File: config.mk
export PLATFORM = sky130hd
export DESIGN_NAME = instruction_buffer
export DESIGN_NICKNAME = d
export VERILOG_FILES = /design/src/rtl/instruction_buffer.sv
export SDC_FILE = /design/constraint.sdc
export NUM_CORES = 1
export LEC_CHECK = 0
export ABC_AREA = 1
export ABC_CLOCK_PERIOD_IN_PS = 1900
export BUFFER_PORTS_ARGS = -buffer_cell sky130_fd_sc_hd__buf_2
export CAP_MARGIN = 20
export CELL_PAD_IN_SITES_DETAIL_PLACEMENT = 0
export CELL_PAD_IN_SITES_GLOBAL_PLACEMENT = 1
export CORE_UTILIZATION = 44
export CTS_CLUSTER_SIZE = 30
export DETAILED_ROUTE_END_ITERATION = 10
export GPL_TIMING_DRIVEN = 0
export HOLD_SLACK_MARGIN = 0.1
export PLACE_DENSITY_LB_ADDON = 0.1
export SETUP_SLACK_MARGIN = 0.1
export SYNTH_ARGS = -nofsm -noshare
export SYNTH_HDL_FRONTEND = slang
export SYNTH_SLANG_ARGS = --single-unit
File: constraint.sdc
create_clock -name clk -period 1.9 [get_ports clk]
set_input_delay 0.095 -clock clk [delete_from_list [all_inputs] [get_ports clk]]
set_output_delay 0.095 -clock clk [all_outputs]
set_load 0.005 [all_outputs]
File: src/rtl/instruction_buffer.sv
// instruction_buffer: first-word-fall-through FIFO of decoded local instructions
// sitting between the decoder and the compute-unit issue stage. Flush empties
// the buffer in one cycle and takes priority over any push or pop.
module instruction_buffer #(
    parameter int DEPTH = 8,
    parameter int CNT_W = $clog2(DEPTH) + 1
) (
    input  logic             clk,
    input  logic             rst_n,
    input  logic             in_valid,
    output logic             in_ready,
    input  logic [3:0]       in_opcode,
    input  logic [3:0]       in_target_reg,
    input  logic [3:0]       in_address_reg,
    input  logic [3:0]       in_imm_short,
    input  logic [1:0]       in_array_id,
    output logic             out_valid,
    input  logic             out_ready,
    output logic [3:0]       out_opcode,
    output logic [3:0]       out_target_reg,
    output logic [3:0]       out_address_reg,
    output logic [3:0]       out_imm_short,
    output logic [1:0]       out_array_id,
    input  logic             flush,
    output logic [CNT_W-1:0] count,
    output logic             full,
    output logic             empty
);

    localparam int PTR_W   = $clog2(DEPTH);
    localparam int ENTRY_W = 18;

    logic [ENTRY_W-1:0] mem [DEPTH];
    logic [PTR_W-1:0]   wr_ptr;
    logic [PTR_W-1:0]   rd_ptr;
    logic               push;
    logic               pop;
    logic [ENTRY_W-1:0] head;

    // Status flags come straight from the occupancy count; in_ready ignores
    // out_ready, so a full buffer never accepts even while it is popping.
    assign full      = (count == CNT_W'(DEPTH));
    assign empty     = (count == '0);
    assign in_ready  = !full;
    assign out_valid = !empty;
    assign push      = in_valid && in_ready;
    assign pop       = out_valid && out_ready;

    // Storage array is deliberately left unreset; only pointers carry state.
    always_ff @(posedge clk) begin
        if (push && !flush) begin
            mem[wr_ptr] <= {in_opcode, in_target_reg, in_address_reg,
                            in_imm_short, in_array_id};
        end
    end

    // Pointer and occupancy bookkeeping; flush wins over push and pop.
    always_ff @(posedge clk or negedge rst_n) begin
        if (!rst_n) begin
            wr_ptr <= '0;
            rd_ptr <= '0;
            count  <= '0;
        end else if (flush) begin
            wr_ptr <= '0;
            rd_ptr <= '0;
            count  <= '0;
        end else begin
            if (push) begin
                wr_ptr <= wr_ptr + PTR_W'(1);
            end
            if (pop) begin
                rd_ptr <= rd_ptr + PTR_W'(1);
            end
            case ({push, pop})
                2'b10:   count <= count + CNT_W'(1);
                2'b01:   count <= count - CNT_W'(1);
                default: count <= count;
            endcase
        end
    end

    // Head entry falls through to the outputs, zeroed whenever the buffer is empty.
    assign head = mem[rd_ptr];
    assign {out_opcode, out_target_reg, out_address_reg, out_imm_short, out_array_id} =
        out_valid ? head : '0;

`ifndef SYNTHESIS
    // Occupancy can never exceed the number of storage entries.
    count_in_range: assert property (@(posedge clk) disable iff (!rst_n)
        count <= CNT_W'(DEPTH));

    // A stalled upstream instruction must be held steady until it is accepted.
    stalled_input_stable: assert property (@(posedge clk) disable iff (!rst_n)
        (in_valid && !in_ready) |=> (!in_valid ||
            $stable({in_opcode, in_target_reg, in_address_reg, in_imm_short, in_array_id})));
`endif

endmodule
Yosys cells after proc, flatten, opt, wreduce, memory -nomap -nowiden:

Memory sizes are Yosys's and may differ from the RTL's.
Cells that the tools add are included.

* register bits after elaboration: 10
* bits in latches: 0
* memory bits (writable): 144
* ROM bits: 0
* input bits: 23
* output and inout bits: 26
* word-level logic and storage cells: 30
* memories: 1

Memory list
* mem: words 8, bits a word 18, read ports 1, clocked after memory_dff 0, wr ports 1, RTL line 33 `logic [ENTRY_W-1:0] mem [DEPTH];`

* add/sub/neg operators: 4
* multipliers: 0
* divide/modulo/power cells: 0
* magnitude comparators: 0
* equal/unequal tests: 3
* shift operators: 0
* muxes and demuxes: 9
* bitwise gates (word level): 0
* reductions and logical operators: 10

Operators with widths (count)
* $mux 18: 1
* $mux 3: 4
* $pmux 4 s2: 1
* $add 3x1->3 const B: 2
* $add 4x1->4 const B: 1
* $eq 4x4->1 const B: 1
* $logic_not 4->1: 1
* $mux 4: 1
* $reduce_bool 2->1: 2
* $sub 4x1->4 const B: 1
* $logic_and 1x1->1: 3
* $logic_not 1->1: 3
* $reduce_bool 3->1: 1
* $eq 2x1->1 const B: 1
* $eq 2x2->1 const B: 1
* $mux 1: 2

Logic depth before layout (Yosys ltp):

* depth in word-level cells: 6
* gate-level depth with buffers: 14
* gate-level depth less buffers: 14

Least setup slack after synthesis:

OpenSTA, ideal clock, no wires.

* path kind: reg2reg
* from: register count[3]
* to: memory mem[0][0], enable pin
* setup time: 0.393 ns
* data arrival time: 1.745 ns
* data required time: 1.507 ns
* setup slack: -0.237 ns
* cell stages (with the launch flop): 8
* path buffers: 0
* cell sequence: dfrtp_1 -> inv_1 -> nor2_2 -> nand2_4 -> nand2_4 -> nor2_1 -> nand2_1 -> nor2_1

* longest elaborated chain between the ends: 6

Ends and longest elaborated chain
* from (decl): RTL line 25 `output logic [CNT_W-1:0] count,`
* from (signal assigned): RTL line 75 `2'b10: count <= count + CNT_W'(1);`
* from (signal assigned): RTL line 76 `2'b01: count <= count - CNT_W'(1);`
* from (signal assigned): RTL line 77 `default: count <= count;`
* $eq 4x4->1: RTL line 42 `assign full = (count == CNT_W'(DEPTH));`
* $logic_not 1->1: RTL line 44 `assign in_ready = !full;`
* net in_ready: RTL line 11 `output logic in_ready,`
* $logic_and 1x1->1: RTL line 46 `assign push = in_valid && in_ready;`
* $logic_and 1x1->1: RTL line 51 `if (push && !flush) begin`
* $mux 1: RTL line 51
* $mux 1 (not written as such): RTL line 52 `mem[wr_ptr] <= {in_opcode, in_target_reg, in_address_reg,`
* to (decl): RTL line 33

The timed path passes the listed nets, and every way through them passes these cells.

Final worst setup path:

* from: register rd_ptr[0]
* to: output port out_array_id[0]

* longest elaborated chain between the ends: 2

Ends and longest elaborated chain
* from (decl): RTL line 35 `logic [PTR_W-1:0] rd_ptr;`
* from (signal assigned): RTL line 72 `rd_ptr <= rd_ptr + PTR_W'(1);`
* $mem_v2 8x18
* $mux 18: RTL line 85 `out_valid ? head : '0;`
* to (decl): RTL line 23 `output logic [1:0] out_array_id,`

Every way passes these cells.

==> summary.txt <==
Timing
  • Final WS setup: -181 ps
  • Max Slew Vio Count: 0
  • Relative slew slack: 0.664
  • Setup tns final: -1920 ps
  • Final setup vio count: 18
  • Final Critical Period: 2080 ps
  • Fin. Hold Viols: 0
  • Fmax: 0.480 GHz
  • Worst Skew: 5.20 ps
  • Slew @ Worst Pin: 502 ps
  • RSZ-0062 raised after global routing: yes
  • Fin crit share: 1.10

Global routing
  • Overflow after GRT: 0
  • Total GRT Usage: 0.225
  • Largest net degree at the start of global routing: 19
  • Number of global-route vias before repair: 4177
  • First-pass GRT wire length: 23600 um
  • Initial antenna violation count: 0

Placement
  • Placed cell count: 740
  • DP HPWL: 9670 um
  • I/O Buffers: 48
  • Cell Area, Placed: 6930 um2
  • GPL Wtd Cong: 0.760

Synth
  • Synth area leaders: edfxtp_1 (68%), nor2_1 (9.4%), o32ai_1 (5.0%), o21ai_0 (4.8%), dfrtp_1 (4.0%)
  • Post-Synthesis Net Count: 533
  • Post-Syn Area per Cell: 12.5 um2
  • Yosys top cell area share: 0.685
  • Synth warn: 0
  • Sequential fraction of the synthesis area: 0.725
  • Cell Area, Synth: 6310 um2
  • Synth unique cells: 26
  • Dominant cell type by area after synthesis: edfxtp_1
  • Syn Inst Count: 506
  • Seq cells post-synth: 154

Critical path
  • RR Endpoint: count[3]
  • CP max FO: 8
  • Worst setup path class: reg -> out
  • Setup crit start kind: flop
  • CP arrival: 1990 ps
  • FF-to-FF Start: count[1]
  • Critical Path Source: rd_ptr[0]
  • Reg2reg path depth: 13
  • CP required: 1800 ps
  • Flop-to-flop setup slack: 110 ps
  • Crit. End Element: primary output

Floorplan
  • # rows: 43
  • Starting Density: 0.453
  • Die span in x: 122 um
  • Die area: 14800 um2
  • Io pins: 49
  • Core area: 13900 um2
  • Die Height: 122 um

Detailed routing
  • Drt total wl: 15800 um
  • DR vias: 4327
  • Final ANT Viol Nets: 0
  • Initial DRC count: 294
  • Vias per cell: 5.30
  • Drc violations: 0
  • WL/cell: 19.3 um
  • Initial DRT Pass Iterations: 5

Min path
  • Hold path depth: 5
  • Min-Delay Startpoint: in_valid
  • HP Class: in -> reg
  • Hold Path End: wr_ptr[1]

Pwr
  • VDD IR max: 0.635 mV
  • Total power draw: 11.0 mW
  • Pwr per Cell Area: 1320 nW/um2
  • P_leak: 3.07 nW

Layout
  • Cell area after layout: 8320 um2
  • Share of cells above drive strength 1: 0.290
  • Final core occ: 0.597
  • Ant. Diodes: 0
  • Synth-to-Final Area Change: 31.8%
  • Non-Filler Instances: 817
  • Nets: 653

Clock tree
  • Clock Latency Late Sink: 420 ps
  • CTS tree: yes
  • Clock transition at path regs: 60 ps
  • Root Buffer: clkbuf_16
  • CTS HTree Levels: 4
  • TritonCTS sink count: 154
  • CTS max path bufs: 2
  • CTS buffer count: 17

Run status
  • Outcome: complete, but fails checks
  • Violated checks: setup timing

Job
  • MaxCap Viol Count: 0
-- layout by cell type, fill, tap and decap left out, types with 13 or more instances in the layout --
cell type      count
dlygate4sd3_1     22
nor2_1           143
buf_4             26
clkbuf_16         17
nand2_1           21
inv_1             13
edfxtp_1         144
o32ai_1           26
buf_2             51
o21ai_0           52
-- stage by stage --
step | setup WS (ps) | hold slack, ps
3_5_place_dp | -592 | -19.9
5_1_grt | -259 | 191
3_3_place_gp | -644 | -25.9
2_1_floorplan | 5.32 | -201
4_1_cts | -168 | 115
6_report | -181 | 163
-- worst max path at each step --
stage                                   end  slack, ps  cells past startpoint
final                       out_array_id[0]       -180                     10
after global routing      out_target_reg[2]       -260                      7
after CTS                     out_opcode[1]       -170                      9
after detailed placement          mem[6][5]       -590                      6
after global placement            mem[0][5]       -640                      6
after floorplan                   mem[0][0]          5                      7
-- synthesized netlist by cell type, drive strengths merged --
library cell  instances
a21oi                 3
buf                  14
clkbuf               16
clkinv                1
dfrtp                10
edfxtp              144
ha                    4
inv                  17
nand2                28
nand3                 5
nand3b                1
nor2                162
nor3                  1
o21ai                62
o32ai                36
xor2                  2
-- flip-flops by register name, summed over array words and instances, names as in the netlist --
name	count
mem	144
wr_ptr	3
rd_ptr	3
count	4
-- cell families (layout without fill, tap and decap cells) --
| family | Yosys count | after routing | synth area share |
|---|---|---|---|
| and+or+nand+nor | 197 | 197 | 0.128 |
| xor gates and xnor gates | 2 | 2 | 0.00277 |
| AOI/OAI and AO/OA | 101 | 101 | 0.103 |
| buffers and inverters | 48 | 179 | 0.0333 |
| DFF | 154 | 154 | 0.725 |
| adders and majority gates | 4 | 4 | 0.00793 |
-- repair_timing --
action / in CTS / in global routing
pin swaps: 21 / 22
gates resized for setup: 68 / 41
endpoints found under the setup margin: 165 / 27
hold buffers: 22 / 0
endpoints found under the hold margin: 159 / 0
setup buffers: 19 / 7
-- worst max-delay path, cell delays in order, from the launching register on --
cell and delay, ps:
dfrtp_1 390, buf_6 150, inv_4 50, buf_8 130, buf_12 140, buf_12 110, nor2_2 30, o32ai_2 230
nor2_1 70, nor2_1 140, buf_2 130
-- power breakdown --
group	leakage (nW)	internal [mW]	total (mW)	switching (mW)
clock network	0.281	2.03	3.26	1.23
logic	1.36	1.58	3.76	2.18
registers	1.43	3.87	3.96	0.0938
-- metal layers --
metal,track usage,vias up,wire length [um]
met4,0.0741,0,204
met3,0.0435,13,569
met5,0,-,0
met1,0.286,2153,6910
li1,-,2067,-
met2,0.387,94,8110
-- area by class of cell --
cell class / instances / area, um2
sequential: 154 / 4580
inverter: 18 / 77.6
clock inverter: 10 / 128
clock buffer: 20 / 437
timing repair buffer: 102 / 866
fill: 1122 / 5610
tap: 180 / 225
multi-input combinational: 304 / 1770
buffer: 29 / 243
Note: power is estimated with default switching activity, not from simulation.
